File: config.mk
export PLATFORM = sky130hd
export DESIGN_NAME = menu_button_bank
export DESIGN_NICKNAME = d
export VERILOG_FILES = /design/src/rtl/menu_pkg.sv /design/src/rtl/button_cell_hit.sv /design/src/rtl/menu_button_bank.sv
export SDC_FILE = /design/constraint.sdc
export NUM_CORES = 1
export LEC_CHECK = 0
export ABC_AREA = 1
export BUFFER_PORTS_ARGS = -buffer_cell sky130_fd_sc_hd__buf_2
export CORE_UTILIZATION = 51
export CTS_CLUSTER_DIAMETER = 60
export DETAILED_ROUTE_END_ITERATION = 8
export GPL_ROUTABILITY_DRIVEN = 0
export PLACE_DENSITY_LB_ADDON = 0.05
export SYNTH_ARGS = -nofsm -noshare
export SYNTH_HDL_FRONTEND = slang
export SYNTH_SLANG_ARGS = --single-unit
export TNS_END_PERCENT = 5
File: constraint.sdc
create_clock -name clk_in -period 1.6 [get_ports clk_in]
set_input_delay 0.16 -clock clk_in [delete_from_list [all_inputs] [get_ports clk_in]]
set_output_delay 0.16 -clock clk_in [all_outputs]
set_load 0.05 [all_outputs]
File: src/rtl/menu_pkg.sv
// Shared types and constants for the menu button bank: FSM states, colours and marker geometry.
package menu_pkg;

  typedef enum logic [1:0] {
    IDLE  = 2'd0,
    NAV   = 2'd1,
    FLASH = 2'd2,
    DONE  = 2'd3
  } menu_state_t;

  localparam logic [11:0] DESELECTED_COLOR = 12'hF50;
  localparam logic [11:0] SELECTED_COLOR   = 12'hFF0;
  localparam logic [11:0] MARKER_COLOR     = 12'h0F0;

  localparam int unsigned MARKER_SIZE  = 12;
  localparam int unsigned MARKER_X_OFS = 8;
  localparam int unsigned MARKER_Y_OFS = 12;

endpackage

File: src/rtl/button_cell_hit.sv
// Combinational hit test for one button: in-box and in-marker flags for the current pixel.
module button_cell_hit
  import menu_pkg::*;
#(
  parameter int unsigned X_POS  = 240,
  parameter int unsigned WIDTH  = 154,
  parameter int unsigned HEIGHT = 52
) (
  input  logic [11:0] hcount_in,
  input  logic [11:0] vcount_in,
  input  logic [11:0] top_y_in,
  output logic        in_box_out,
  output logic        in_marker_out
);

  localparam logic [11:0] X_LO  = 12'(X_POS);
  localparam logic [11:0] X_HI  = 12'(X_POS + WIDTH);
  localparam logic [11:0] MX_LO = 12'(X_POS + MARKER_X_OFS);
  localparam logic [11:0] MX_HI = 12'(X_POS + MARKER_X_OFS + MARKER_SIZE);

  logic [11:0] y_hi;
  logic [11:0] my_lo;
  logic [11:0] my_hi;

  always_comb begin
    y_hi  = top_y_in + 12'(HEIGHT);
    my_lo = top_y_in + 12'(MARKER_Y_OFS);
    my_hi = my_lo + 12'(MARKER_SIZE);

    in_box_out    = (hcount_in >= X_LO) && (hcount_in < X_HI) &&
                    (vcount_in >= top_y_in) && (vcount_in < y_hi);
    in_marker_out = (hcount_in >= MX_LO) && (hcount_in < MX_HI) &&
                    (vcount_in >= my_lo) && (vcount_in < my_hi);
  end

endmodule

File: src/rtl/menu_button_bank.sv
// Menu button column: selection FSM, confirm flash, command strobe and registered RGB444 pixel.
// Optional BUTTON_BLINK_EN: blink the selection marker in NAV using frame_cnt[4].
module menu_button_bank
  import menu_pkg::*;
#(
  parameter int unsigned NUM_BUTTONS  = 3,
  parameter int unsigned X_POS        = 240,
  parameter int unsigned Y_POS        = 240,
  parameter int unsigned WIDTH        = 154,
  parameter int unsigned HEIGHT       = 52,
  parameter int unsigned SPACING      = 64,
  parameter int unsigned FLASH_FRAMES = 30
) (
  input  logic        clk_in,
  input  logic        rst_n_in,
  input  logic [10:0] hcount_in,
  input  logic [9:0]  vcount_in,
  input  logic        new_frame_in,
  input  logic        up_in,
  input  logic        down_in,
  input  logic        confirm_in,
  input  logic        enable_in,
  output logic [2:0]  sel_idx_out,
  output logic        cmd_valid_out,
  output logic [11:0] pixel_out
);

  localparam logic [2:0]  LAST_IDX   = 3'(NUM_BUTTONS - 1);
  localparam int unsigned FCW        = (FLASH_FRAMES > 1) ? $clog2(FLASH_FRAMES) : 1;
  localparam logic [FCW-1:0] FLASH_LAST = FCW'(FLASH_FRAMES - 1);

  menu_state_t    state_q, state_d;
  logic [2:0]     sel_q, sel_d;
  logic           cmd_q, cmd_d;
  logic [FCW-1:0] flash_cnt_q, flash_cnt_d;
  logic [4:0]     frame_cnt_q, frame_cnt_d;
  logic [11:0]    pixel_q, pixel_d;

  logic [11:0]            h12;
  logic [11:0]            v12;
  logic [NUM_BUTTONS-1:0] box_hit;
  logic [NUM_BUTTONS-1:0] mark_hit;
  logic                   any_hit;
  logic [2:0]             hit_idx;
  logic                   hit_mark;
  logic                   sel_on;
  logic                   marker_on;

  assign h12 = {1'b0, hcount_in};
  assign v12 = {2'b0, vcount_in};

  for (genvar k = 0; k < NUM_BUTTONS; k++) begin : g_cell
    localparam logic [11:0] TOP_Y = 12'(Y_POS + k * SPACING);
    button_cell_hit #(
      .X_POS (X_POS),
      .WIDTH (WIDTH),
      .HEIGHT(HEIGHT)
    ) u_cell (
      .hcount_in    (h12),
      .vcount_in    (v12),
      .top_y_in     (TOP_Y),
      .in_box_out   (box_hit[k]),
      .in_marker_out(mark_hit[k])
    );
  end

  // Descending scan so the lowest-numbered hit wins if boxes ever overlap.
  always_comb begin
    any_hit  = 1'b0;
    hit_idx  = '0;
    hit_mark = 1'b0;
    for (int unsigned i = NUM_BUTTONS; i > 0; i--) begin
      if (box_hit[i-1]) begin
        any_hit  = 1'b1;
        hit_idx  = 3'(i - 1);
        hit_mark = mark_hit[i-1];
      end
    end
  end

  always_comb begin
    state_d     = state_q;
    sel_d       = sel_q;
    cmd_d       = 1'b0;
    flash_cnt_d = flash_cnt_q;
    frame_cnt_d = new_frame_in ? frame_cnt_q + 5'd1 : frame_cnt_q;

    if (!enable_in) begin
      state_d     = IDLE;
      flash_cnt_d = '0;
    end else begin
      case (state_q)
        IDLE: state_d = NAV;
        NAV: begin
          if (confirm_in) begin
            state_d     = FLASH;
            flash_cnt_d = '0;
          end else if (up_in && !down_in) begin
            sel_d = (sel_q == '0) ? LAST_IDX : sel_q - 3'd1;
          end else if (down_in && !up_in) begin
            sel_d = (sel_q == LAST_IDX) ? '0 : sel_q + 3'd1;
          end
        end
        FLASH: begin
          if (new_frame_in) begin
            if (flash_cnt_q == FLASH_LAST) begin
              state_d     = DONE;
              cmd_d       = 1'b1;
              flash_cnt_d = '0;
            end else begin
              flash_cnt_d = flash_cnt_q + FCW'(1);
            end
          end
        end
        DONE:    state_d = NAV;
        default: state_d = IDLE;
      endcase
    end
  end

  always_comb begin
    pixel_d   = '0;
    sel_on    = 1'b1;
    marker_on = 1'b0;
    if (enable_in && any_hit) begin
      if (hit_idx == sel_q) begin
        sel_on    = !((state_q == FLASH) && frame_cnt_q[2]);
        marker_on = sel_on && hit_mark;
`ifdef BUTTON_BLINK_EN
        if ((state_q == NAV) && frame_cnt_q[4]) marker_on = 1'b0;
`endif
        pixel_d = marker_on ? MARKER_COLOR : (sel_on ? SELECTED_COLOR : DESELECTED_COLOR);
      end else begin
        pixel_d = DESELECTED_COLOR;
      end
    end
  end

  always_ff @(posedge clk_in or negedge rst_n_in) begin
    if (!rst_n_in) begin
      state_q     <= IDLE;
      sel_q       <= '0;
      cmd_q       <= 1'b0;
      flash_cnt_q <= '0;
      frame_cnt_q <= '0;
      pixel_q     <= '0;
    end else begin
      state_q     <= state_d;
      sel_q       <= sel_d;
      cmd_q       <= cmd_d;
      flash_cnt_q <= flash_cnt_d;
      frame_cnt_q <= frame_cnt_d;
      pixel_q     <= pixel_d;
    end
  end

  assign sel_idx_out   = sel_q;
  assign cmd_valid_out = cmd_q;
  assign pixel_out     = pixel_q;

endmodule

; Word level (Yosys, flattened, before mapping)
; Cells that the tools add are included.
[totals]
register_bits = 28
input_bits = 28
word_cells = 97
[op_classes]
add_sub_neg = 4
order_cmp = 16
n_eq_ne = 10
muxes = 31
bitwise = 1
reduce_logical = 29
[ops]
columns = op, n
row1 = $lt 10x9->1 const B, 6
row2 = $ge 10x9->1 const B, 4
row3 = $mux 12, 3
row4 = $ge 11x8->1 const B, 2
row5 = $lt 11x9->1 const B, 2
row6 = $ge 10x8->1 const B, 2
row7 = $mux 5, 4
row8 = $logic_and 1x1->1, 19
row9 = $mux 3, 6
row10 = $add 5x1->5 const B, 2
row11 = $mux 1, 10
row12 = $mux 2, 5
row13 = $pmux 5 s2, 1
row14 = $ne 3x3->1 const B, 3
row15 = $mux 8, 1
row16 = $pmux 2 s3, 1
row17 = $reduce_and 3->1, 2
row18 = $eq 5x5->1 const B, 1
row19 = $eq 2x2->1 const B, 2
row20 = $reduce_and 4->1, 1
row21 = $add 3x1->3 const B, 1
row22 = $eq 3x2->1 const B, 1
row23 = $eq 3x3->1, 1
row24 = $logic_not 1->1, 3
row25 = 8 further kinds, 8

; Depth between registers and ports, before layout
; Gate-level depths: netlist (run 1).
[logic_depth]
word_depth = 11
depth_mapped = 13
depth_no_buf = 13

; Modules after synthesis
; Synthesis (run 1) repeated with hierarchy kept, for this count alone.
[hier_totals]
hier_cells = 963
area_unflattened_um2 = 6273.5
[by_module_without_submodules]
columns = module, instances, cells_each, area_per_inst_um2, seq_area_each_um2
row1 = button_cell_hit at g_cell[1].u_cell ..., 2, 270, 1676.6, 0.0
row2 = button_cell_hit at g_cell[0].u_cell, 1, 276, 1690.4, 0.0
row3 = menu_button_bank, 1, 147, 1229.9, 425.4

; Worst setup path before layout (run 1)
; No wires, ideal clock.
[synth_timing]
kind = reg-to-reg
startpoint = register sel_q[0], in the netlist sel_idx_out[0]
endpoint = register sel_q[2], in the netlist sel_idx_out[2]
arrival_time_ns = 1.625
path_slack_ns = -0.091
path_stages_with_launch = 8
path_buffers = 0
path_cell_list = dfrtp_1 -> inv_1 -> ha_1 -> a21oi_1 -> inv_1 -> o221ai_1 -> nand2_1 -> nand2_1
[synth_between]
elab_chain_len = 4
elab_cells_between_ends = 8
[synth_lines]
columns = item, line
row1 = start: declaration, menu_button_bank.sv:33  ; logic [2:0] sel_q, sel_d;
row2 = start signal: assignment, menu_button_bank.sv:149  ; sel_q <= sel_d;
row3 = $add 3x1->3 or $eq 3x2->1 (tied branches), menu_button_bank.sv:101  ; sel_d = (sel_q == LAST_IDX) ? '0 : sel_q + 3'd1;
row4 = $mux 3, menu_button_bank.sv:101
row5 = $mux 3, menu_button_bank.sv:100  ; end else if (down_in && !up_in) begin
row6 = $mux 3 *, menu_button_bank.sv:98  ; end else if (up_in && !down_in) begin
; Mark *: on every way between the ends. The rest lies on a longest branch, timed or not. The select of a mux whose other input is x is not followed.
; A chain may end at the register's enable or synchronous reset.

; Final worst setup path (run 1)
[layout_timing]
startpoint = register state_q[1]
endpoint = register flash_cnt_q[3]
[layout_between]
elab_chain_len = 3
elab_cells_between_ends = 8
[layout_lines]
columns = item, line
row1 = start: declaration, menu_button_bank.sv:32  ; menu_state_t state_q, state_d;
row2 = start signal: assignment, menu_button_bank.sv:148  ; state_q <= state_d;
row3 = $eq 2x2->1 or $eq 2x1->1 (tied branches), menu_button_bank.sv:92  ; case (state_q)
row4 = $ne 3x1->1 (no line) (tied with other cells), --
row5 = $reduce_and 3->1 (no line) or $mux 5 (tied branches), --
row6 = end signal: assignment, menu_button_bank.sv:151  ; flash_cnt_q <= flash_cnt_d;
row7 = end: declaration, menu_button_bank.sv:35  ; logic [FCW-1:0] flash_cnt_q, flash_cnt_d;
; Several ways; a longest one is shown, not always the timed one.

==> impl_metrics.toml, run 1 <==
[placement]
dp_cells = 272
place_ws_ps = 28.9
dpl.hpwl_mm = 2.14
placed_area_mm2 = 0.00159
numPortBuffers = 36

[power]
max-vdd-ir-drop_uv = 1020
fin_total_pwr_mw = 1.86
p_leak_nw = 0.960
power.density_mw_per_mm2 = 1120

[setup_path]
path_common_cell = "nor2_2"
arrival_ps = 1730
cpMaxStageDelayCell = "dfrtp_1"
crit_fanout = 3
end_kind = "flop"
slowest_delay_ps = 380
cp_cell_sequence = "inv_1 > ha_2 > or2_4 > nor2_2 > nor2_2 > inv_2 > nor2_4 > nand3_2 > xor2_1 > nor2_1"
critPathKind = "reg -> reg"
worst_ep_required_time_ps = 1780
reg2reg_slack_ps = 40
cp-start-kind = "flop"

[layout]
n_antenna_cell = 0
layout.cells.non_filler = 280
nFillCells = 253
drive_above_1_share_pct = 26.4
final_nets = 290
finish.instance_area_mm2 = 0.00167
area_delta_synth_final_pct = 17.7
utilization_pct = 65.4

[global_routing]
grt_pass1_vias = 1089
grt_pass1_wl_mm = 4.31
grt_overflow = 0
antenna_found_initial = 0
grt_max_degree = 18
track_usage_pct = 20.4

[floorplanning]
pin_count = 44
initial_utilization_pct = 55.6
die-area_mm2 = 0.00299
die_h_um = 54.7
coreArea_mm2 = 0.00254
die_w_um = 54.7
row_count = 18

[logic_synthesis]
ys_warn_count = 0
synth_common_cells = "nand2_1, inv_1, nor2_1"
yosysUniqueCellTypes = 26
synth-seq-area-share_pct = 30.1
synth_top_area_cell = "dfrtp_1"
synth-edff-count = 0
synthCells = 211
yosys.area.top_type_share_pct = 30.1
avgSynthCellArea_um2 = 6.71
synth_most_common_cell = "nand2_1"
ys.flop_type = "dfrtp_1"
ys_async_sr_fraction_pct = 100
ys_seq_elements = 17
synth_area_mm2 = 0.00142
synth_area_leaders = "dfrtp_1, nand2_1, ha_1"

[sta]
final.period_utilization_pct = 97.2
finalSetupViolCount = 0
finClkSkew_ps = 2.57
fin_hold_ws_ps = 122
final_hold_viol_count = 0
worst_slack_ps = 45.0
fmax_mhz = 643
slew_viol_final = 0
timing.final.crit_period_ps = 1560
setup_tns_ps = 0

[routing]
postRouteAntennaNets = 0
wl_per_cell_um = 9.86
vias = 1357
routed_wl_mm = 2.76
vias_per_cell = 4.85
wl_met3_um = 154
drt-initial-drc-count = 28
drc = 0
routed.top_layer = "met4"
wl_met2_mm = 1.27
wl_met1_mm = 1.32
firstDrtPassIters = 4

[clock_tree]
root_buffer = "clkbuf_4"
cts_sinks = 17
cts_max_level = 1
path_clk_slew_ps = 90
cts_buffer_depth = 2
clk_latency_ps = 290
numCtsBuffers = 3
cts_tree = "built"

[hold_path]
hold_path_class = "in -> reg"

[job]
cap_violations = 0

[outcome]
status = "finished, final reports clean"
## final cells by class
cell class | count | area, um^2 | area share [%]
timing repair buffer | 41 | 220 | 13.2
inverter | 34 | 128 | 7.66
clock buffer | 4 | 26.3 | 1.58
sequential | 17 | 427 | 25.6
multi-input combinational | 154 | 827 | 49.7
tap | 30 | 37.5 | 2.25
## path summary, 6_finish.rpt
check | cells past startpoint | startpoint | to
min in group asynchronous | 2 | rst_n_in | flash_cnt_q[0]
worst max-delay path | 10 | state_q[1] | flash_cnt_q[3]
worst min register to register | 1 | frame_cnt_q[0] | frame_cnt_q[0]
worst min-delay path | 2 | new_frame_in | frame_cnt_q[0]
max in group asynchronous | 2 | rst_n_in | sel_idx_out[0]
worst max register to register | 10 | state_q[1] | flash_cnt_q[3]
## power by group
group	switching, mW	internal (mW)
logic	0.643	0.352
registers	0.101	0.543
clock network	0.127	0.0969
total	0.871	0.992
## metal layers
| layer | global-route usage [%] | vias up |
|---|---|---|
| met3 | 4.17 | 2 |
| li1 | - | 724 |
| met2 | 32.5 | 44 |
| met5 | 0 | - |
| met1 | 26.2 | 587 |
| met4 | 8.97 | 0 |
## registers in the layout (all words and copies together), names as in the netlist
register       flops
pixel_out          3
frame_cnt_q        3
sel_idx_out        3
cmd_valid_out      1
state_q            2
flash_cnt_q        5
## timing repair
item	CTS	global route
setup buffers	0	3
gates resized for setup	0	9
hold buffers	1	0
setup endpoints to repair	0	4
hold endpoints to repair	17	0
## placed cells by master (no fill, tap or decap), types with 3 or more instances in the layout
cell type  Yosys  routed
a21oi_1        7       7
buf_2          0      36
buf_4          9       4
clkbuf_4       0       3
conb_1         1       4
dfrtp_1       17      16
ha_1          11       9
inv_1         30      30
inv_2          4       4
nand2_1       56      56
nand3_1       15      15
nand3_2        3       3
nor2_1        29      27
nor2_2         7       8
o21ai_0        7       6
xor2_1         3       3
## kinds of logic (layout without fill, tap and decap cells)
group                    Yosys count  count (layout)  share of synthesized area (%)
other                              1               4                          0.265
adder cells (fa/ha/maj)           11              11                           9.73
XOR/XNOR                           4               4                           2.48
AO/OA/AOI/OAI                     21              21                           8.93
AND/OR/NAND/NOR                  114             114                           34.7
flip-flops                        17              17                           30.1
buffers and inverters             43              79                           13.8
## critical path, delay by kind of cell (launching register included)
family / cells / cell delay, ps
buffers and inverters: 2 / 170
and+or+nand+nor: 6 / 580
adders and majority gates: 1 / 170
DFF: 1 / 380
xor gates and xnor gates: 1 / 140
No activity file was read; power rests on OpenSTA's default activity.
==> run 2, diff against run 1 <==
--- a/config.mk
+++ b/config.mk
@@ -7,10 +7,10 @@
 export LEC_CHECK = 0
 export ABC_AREA = 1
 export BUFFER_PORTS_ARGS = -buffer_cell sky130_fd_sc_hd__buf_2
-export CORE_UTILIZATION = 51
+export CORE_UTILIZATION = 46
 export CTS_CLUSTER_DIAMETER = 60
 export DETAILED_ROUTE_END_ITERATION = 8
-export GPL_ROUTABILITY_DRIVEN = 0
+export GPL_ROUTABILITY_DRIVEN = 1
 export PLACE_DENSITY_LB_ADDON = 0.05
 export SYNTH_ARGS = -nofsm -noshare
 export SYNTH_HDL_FRONTEND = slang
==> constraint.sdc (replaced) <==
create_clock -name clk_in -period 1.4 [get_ports clk_in]
set_input_delay 0.14 -clock clk_in [delete_from_list [all_inputs] [get_ports clk_in]]
set_output_delay 0.14 -clock clk_in [all_outputs]
set_load 0.05 [all_outputs]
==> run 2 against run 1 <==
  * Wire length grew 5.3%
  * Highest routed layer unchanged
  * Clock skew up 10 ps
  * Die area rose by 10%
  * Sequential power rose by 13%
  * The run now ends with design-rule violations, negative setup slack left
==> impl_metrics.toml, run 2 (synthesized netlist as in run 1, its figures left out) <==
[routing]
vias_per_cell = 4.80
wl_met1_mm = 1.42
drc = 8
vias = 1396
postRouteAntennaNets = 0
wl_per_cell_um = 9.99
routed.top_layer = "met4"
drt-initial-drc-count = 53
wl_met2_mm = 1.31
wl_met3_um = 166
routed_wl_mm = 2.91
firstDrtPassIters = 7

[clock_tree]
numCtsBuffers = 3
cts_tree = "built"
cts_sinks = 17
path_clk_slew_ps = 110
cts_max_level = 1
clk_latency_ps = 300
root_buffer = "clkbuf_4"
cts_buffer_depth = 2

[layout]
largest_reg_flops = 5
area_delta_synth_final_pct = 26.5
layout.cells.non_filler = 291
drive_above_1_share_pct = 32.7
top_register = "flash_cnt_q"
n_antenna_cell = 0
final_common_cell = "nand2_1"
final_nets = 300
layout_common_cells = "nand2_1, buf_2, inv_1"

[setup_path]
cp-start-kind = "flop"
critPathKind = "reg -> reg"
crit_fanout = 3
arrival_ps = 1830
reg2reg_slack_ps = -250
worst_ep_required_time_ps = 1580
end_kind = "flop"

[global_routing]
grt_pass1_vias = 1245
grt_pass1_wl_mm = 4.91
track_usage_pct = 18.7
antenna_found_initial = 0
grt_overflow = 0
grt_max_degree = 18

[sta]
fin_hold_ws_ps = 85.9
fmax_mhz = 607
final.period_utilization_pct = 118
finalSetupViolCount = 6
timing.final.crit_period_ps = 1650
rsz0062_at_grt = "true"
finClkSkew_ps = 12.8
slew_viol_final = 0
worst_slack_ps = -248
final_hold_viol_count = 0

[outcome]
status = "finished with violations"
violations = "design-rule violations, negative setup slack"

[floorplanning]
row_count = 19
die-area_mm2 = 0.00330
pin_count = 44
die_h_um = 57.5
initial_utilization_pct = 50.0
coreArea_mm2 = 0.00283
die_w_um = 57.5

[placement]
dp_cells = 283
numPortBuffers = 36
dpl.hpwl_mm = 2.21
place_congestion = 0.889

[job]
cap_violations = 0

[power]
max-vdd-ir-drop_uv = 1040
power.density_mw_per_mm2 = 1260
fin_total_pwr_mw = 2.26
p_leak_nw = 1.03

[hold_path]
hold_path_class = "in -> reg"
-- run 2: cell type report --
| cell class | count | area, um^2 |
|---|---|---|
| Timing Repair Buffer | 51 | 299 |
| Clock inverter | 1 | 5.00 |
| Inverter | 34 | 128 |
| Fill cell | 264 | 1040 |
| Sequential cell | 17 | 428 |
| Multi-Input combinational cell | 154 | 870 |
| Tap cell | 31 | 38.8 |
| Clock buffer | 3 | 22.5 |
-- run 2: critical path: stages (launching register included) --
cell	delay, ps
dfrtp_1	390
inv_1	50
ha_2	180
or2_1	260
nor2_2	150
nor2_2	60
inv_2	80
buf_4	110
nor2_2	40
xnor2_1	150
nor2_1	60
-- run 2: routing by layer --
layer  up-vias  track usage (%)
li1        742                -
met1       607             23.1
met2        45             32.7
met3         2             3.85
met4         0             5.23
met5         -                0
-- run 2: path summary, 6_finish.rpt --
path,start,to,depth (start not counted)
worst max-delay path,state_q[1],flash_cnt_q[2],10
worst min-delay path,new_frame_in,frame_cnt_q[0],2
worst max register to register,state_q[1],flash_cnt_q[2],10
worst min register to register,frame_cnt_q[0],frame_cnt_q[0],1
max in group asynchronous,rst_n_in,sel_idx_out[1],2
min in group asynchronous,rst_n_in,cmd_valid_out,2
-- run 2: repair_timing --
| action | in CTS | in global routing |
|---|---|---|
| pin swaps | 4 | 7 |
| setup endpoints to repair | 6 | 11 |
| buffers inserted | 0 | 3 |
| gates resized for setup | 1 | 14 |
| hold buffers | 1 | 0 |
| hold endpoints to repair | 17 | 0 |
-- run 2: power breakdown --
part	internal [mW]	switching, mW	total [mW]
Clock	0.106	0.160	0.267
Sequential	0.623	0.106	0.729
Combinational	0.477	0.787	1.26
Total	1.21	1.05	2.26
-- run 2: stage by stage --
step / TNS, ps / utilization, % / instance area [um^2] / setup slack (ps)
final: -870 / 63.3 / 1790 / -248
after global routing: -1590 / 63.3 / 1790 / -356
after CTS: -462 / 60.5 / 1710 / -158
after detailed placement: -296 / 59.1 / 1670 / -121
after global placement: -183 / 59.1 / 1670 / -72.9
after floorplan: -26.4 / - / 1440 / -16.4
==> run 3, diff against run 2 <==
--- a/config.mk
+++ b/config.mk
@@ -7,8 +7,10 @@
 export LEC_CHECK = 0
 export ABC_AREA = 1
 export BUFFER_PORTS_ARGS = -buffer_cell sky130_fd_sc_hd__buf_2
-export CORE_UTILIZATION = 46
+export CORE_UTILIZATION = 48
+export CTS_BUF_LIST = sky130_fd_sc_hd__clkbuf_4 sky130_fd_sc_hd__clkbuf_8
 export CTS_CLUSTER_DIAMETER = 60
+export CTS_CLUSTER_SIZE = 20
 export DETAILED_ROUTE_END_ITERATION = 8
 export GPL_ROUTABILITY_DRIVEN = 1
 export PLACE_DENSITY_LB_ADDON = 0.05
==> run 3 against run 2 <==
  * The flow finishes with violations (negative setup slack)
  * Via count is 2.1% lower
  * Final area down 3.8%
  * Clock-buffer cell count did not move
  * Worst setup slack gained 130 ps
  * Register-to-register slack better by 130 ps
  * Largest cell class unchanged
  * Largest power group unchanged
  * Highest routed layer is now met3
==> impl_metrics.toml, run 3 (synthesized netlist as in run 1, its figures left out) <==
[routing]
drc = 0
firstDrtPassIters = 4
routed_wl_mm = 2.73
postRouteAntennaNets = 0
drt-initial-drc-count = 37
vias = 1366
wl_per_cell_um = 9.52
vias_per_cell = 4.76

[setup_path]
arrival_ps = 1710
crit_fanout = 3
r2r_cells = 9
path_common_cell = "nor2_2"
end_kind = "flop"
reg2reg_slack_ps = -120
critPathKind = "reg -> reg"
cp_cell_sequence = "ha_2 > or2_1 > nor2_2 > nor2_2 > inv_2 > nor2_4 > nand3_2 > xor2_1 > nor2_1"
cp-start-kind = "flop"
rr_endpoint = "flash_cnt_q[3]"
reg2reg_from = "state_q[0]"
slowest_delay_ps = 410
path_delay_family = "simple AND/OR/NAND/NOR gates"
cpMaxStageDelayCell = "dfrtp_1"
crit_buf_inv = 1
worst_ep_required_time_ps = 1590

[power]
pwr-share-comb_pct = 55.0
sequentialPowerShare_pct = 33.4
p_leak_nw = 0.991
max-vdd-ir-drop_uv = 1590
power.switching_mw = 1.02
swShare_pct = 46.6
pwr-share-clk_pct = 11.6
internal_power_mw = 1.17
fin_total_pwr_mw = 2.20
power.density_mw_per_mm2 = 1280

[sta]
final.period_utilization_pct = 108
timing.final.crit_period_ps = 1520
finalSetupViolCount = 6
setup_tns_ps = -357
fmax_mhz = 660
finClkSkew_ps = 7.89
worst_slack_ps = -116
rsz0062_at_grt = "true"
final_hold_viol_count = 0
slew_viol_final = 0

[layout]
nFillCells = 273
n_antenna_cell = 0
layout.cells.non_filler = 287
layout_common_cells = "nand2_1, buf_2, inv_1"
final_nets = 296
final_common_cell = "nand2_1"
area_delta_synth_final_pct = 21.8
largest_reg_flops = 5
drive_above_1_share_pct = 30.5
top_register = "flash_cnt_q"

[outcome]
violations = "negative setup slack"
status = "finished with violations"

[hold_path]
hold_path_class = "in -> reg"
worstHoldStart = "new_frame_in"
hold-path-cell-count = 2
min_to = "frame_cnt_q[0]"

[global_routing]
grt_max_degree = 18
grt_pass1_wl_mm = 4.90
track_usage_pct = 19.0
antenna_found_initial = 0
grt_overflow = 0
grt_pass1_vias = 1236

[clock_tree]
clk_latency_ps = 290
path_clk_slew_ps = 100
cts_sinks = 17
cts_buffer_depth = 2
cts_max_level = 1
cts_tree = "built"
numCtsBuffers = 3
root_buffer = "clkbuf_4"

[floorplanning]
pin_count = 44
row_count = 19
initial_utilization_pct = 50.9
coreArea_mm2 = 0.00278
die-area_mm2 = 0.00317
die_h_um = 56.3
die_w_um = 56.3

[placement]
dpl.hpwl_mm = 2.25
dp_cells = 281
place_congestion = 0.861
place_ws_ps = -102
numPortBuffers = 36

[job]
cap_violations = 0
[run 3: how the worst max path moves through the flow]
stage	cells past startpoint	slack, ps	startpoint	end
after detailed placement	10	-100	state_q[1]	flash_cnt_q[3]
after global placement	9	-60	state_q[0]	flash_cnt_q[3]
after floorplan	9	-20	state_q[0]	flash_cnt_q[3]
after CTS	10	-120	state_q[1]	flash_cnt_q[3]
final	9	-120	state_q[0]	flash_cnt_q[3]
after global routing	9	-200	state_q[0]	flash_cnt_q[3]
[run 3: cell type report]
class	count	area [um^2]	share of cell area, %
multi-input cells	154	836	48.5
flip-flops and latches	17	428	24.8
repair buffers	47	265	15.4
inverters	34	128	7.41
well taps	31	38.8	2.25
clock buffers	3	22.5	1.31
clock inverters	1	5.00	0.290
[run 3: power by group through the flow]
stage / Sequential [mW] / Combinational [mW] / Clock (mW)
after global placement: 0.741 / 1.13 / 0
after floorplan: 0.895 / 0.662 / 0
final: 0.735 / 1.21 / 0.255
after global routing: 0.751 / 1.36 / 0.294
after detailed placement: 0.747 / 1.15 / 0
after CTS: 0.738 / 1.16 / 0.265
[run 3: through the flow]
| stage | utilization, % | cell area (um^2) | hold slack (ps) |
|---|---|---|---|
| 4_1_cts | 61.1 | 1700 | 78.1 |
| 6_report | 61.9 | 1720 | 90.4 |
| 3_3_place_gp | 59.6 | 1660 | 78.4 |
| 3_5_place_dp | 59.6 | 1660 | 78.2 |
| 2_1_floorplan | - | 1440 | -156 |
| 5_1_grt | 61.9 | 1720 | 92.1 |
[run 3: per-layer routing]
layer | vias to the layer above | global-route usage [%] | share of wire, %
li1 | 739 | - | -
met1 | 589 | 26.5 | 50
met2 | 38 | 31.3 | 45
met3 | 0 | 5.07 | 5.3
met4 | 0 | 1.05 | 0
met5 | - | 0 | 0
[run 3: what timing repair did]
| action | CTS | global route |
|---|---|---|
| hold buffers | 1 | 0 |
| resized for setup | 2 | 6 |
| pin swaps | 2 | 4 |
| setup endpoints to repair | 7 | 11 |
| setup buffers | 0 | 1 |
| cloned | 0 | 0 |
| endpoints found under the hold margin | 17 | 0 |
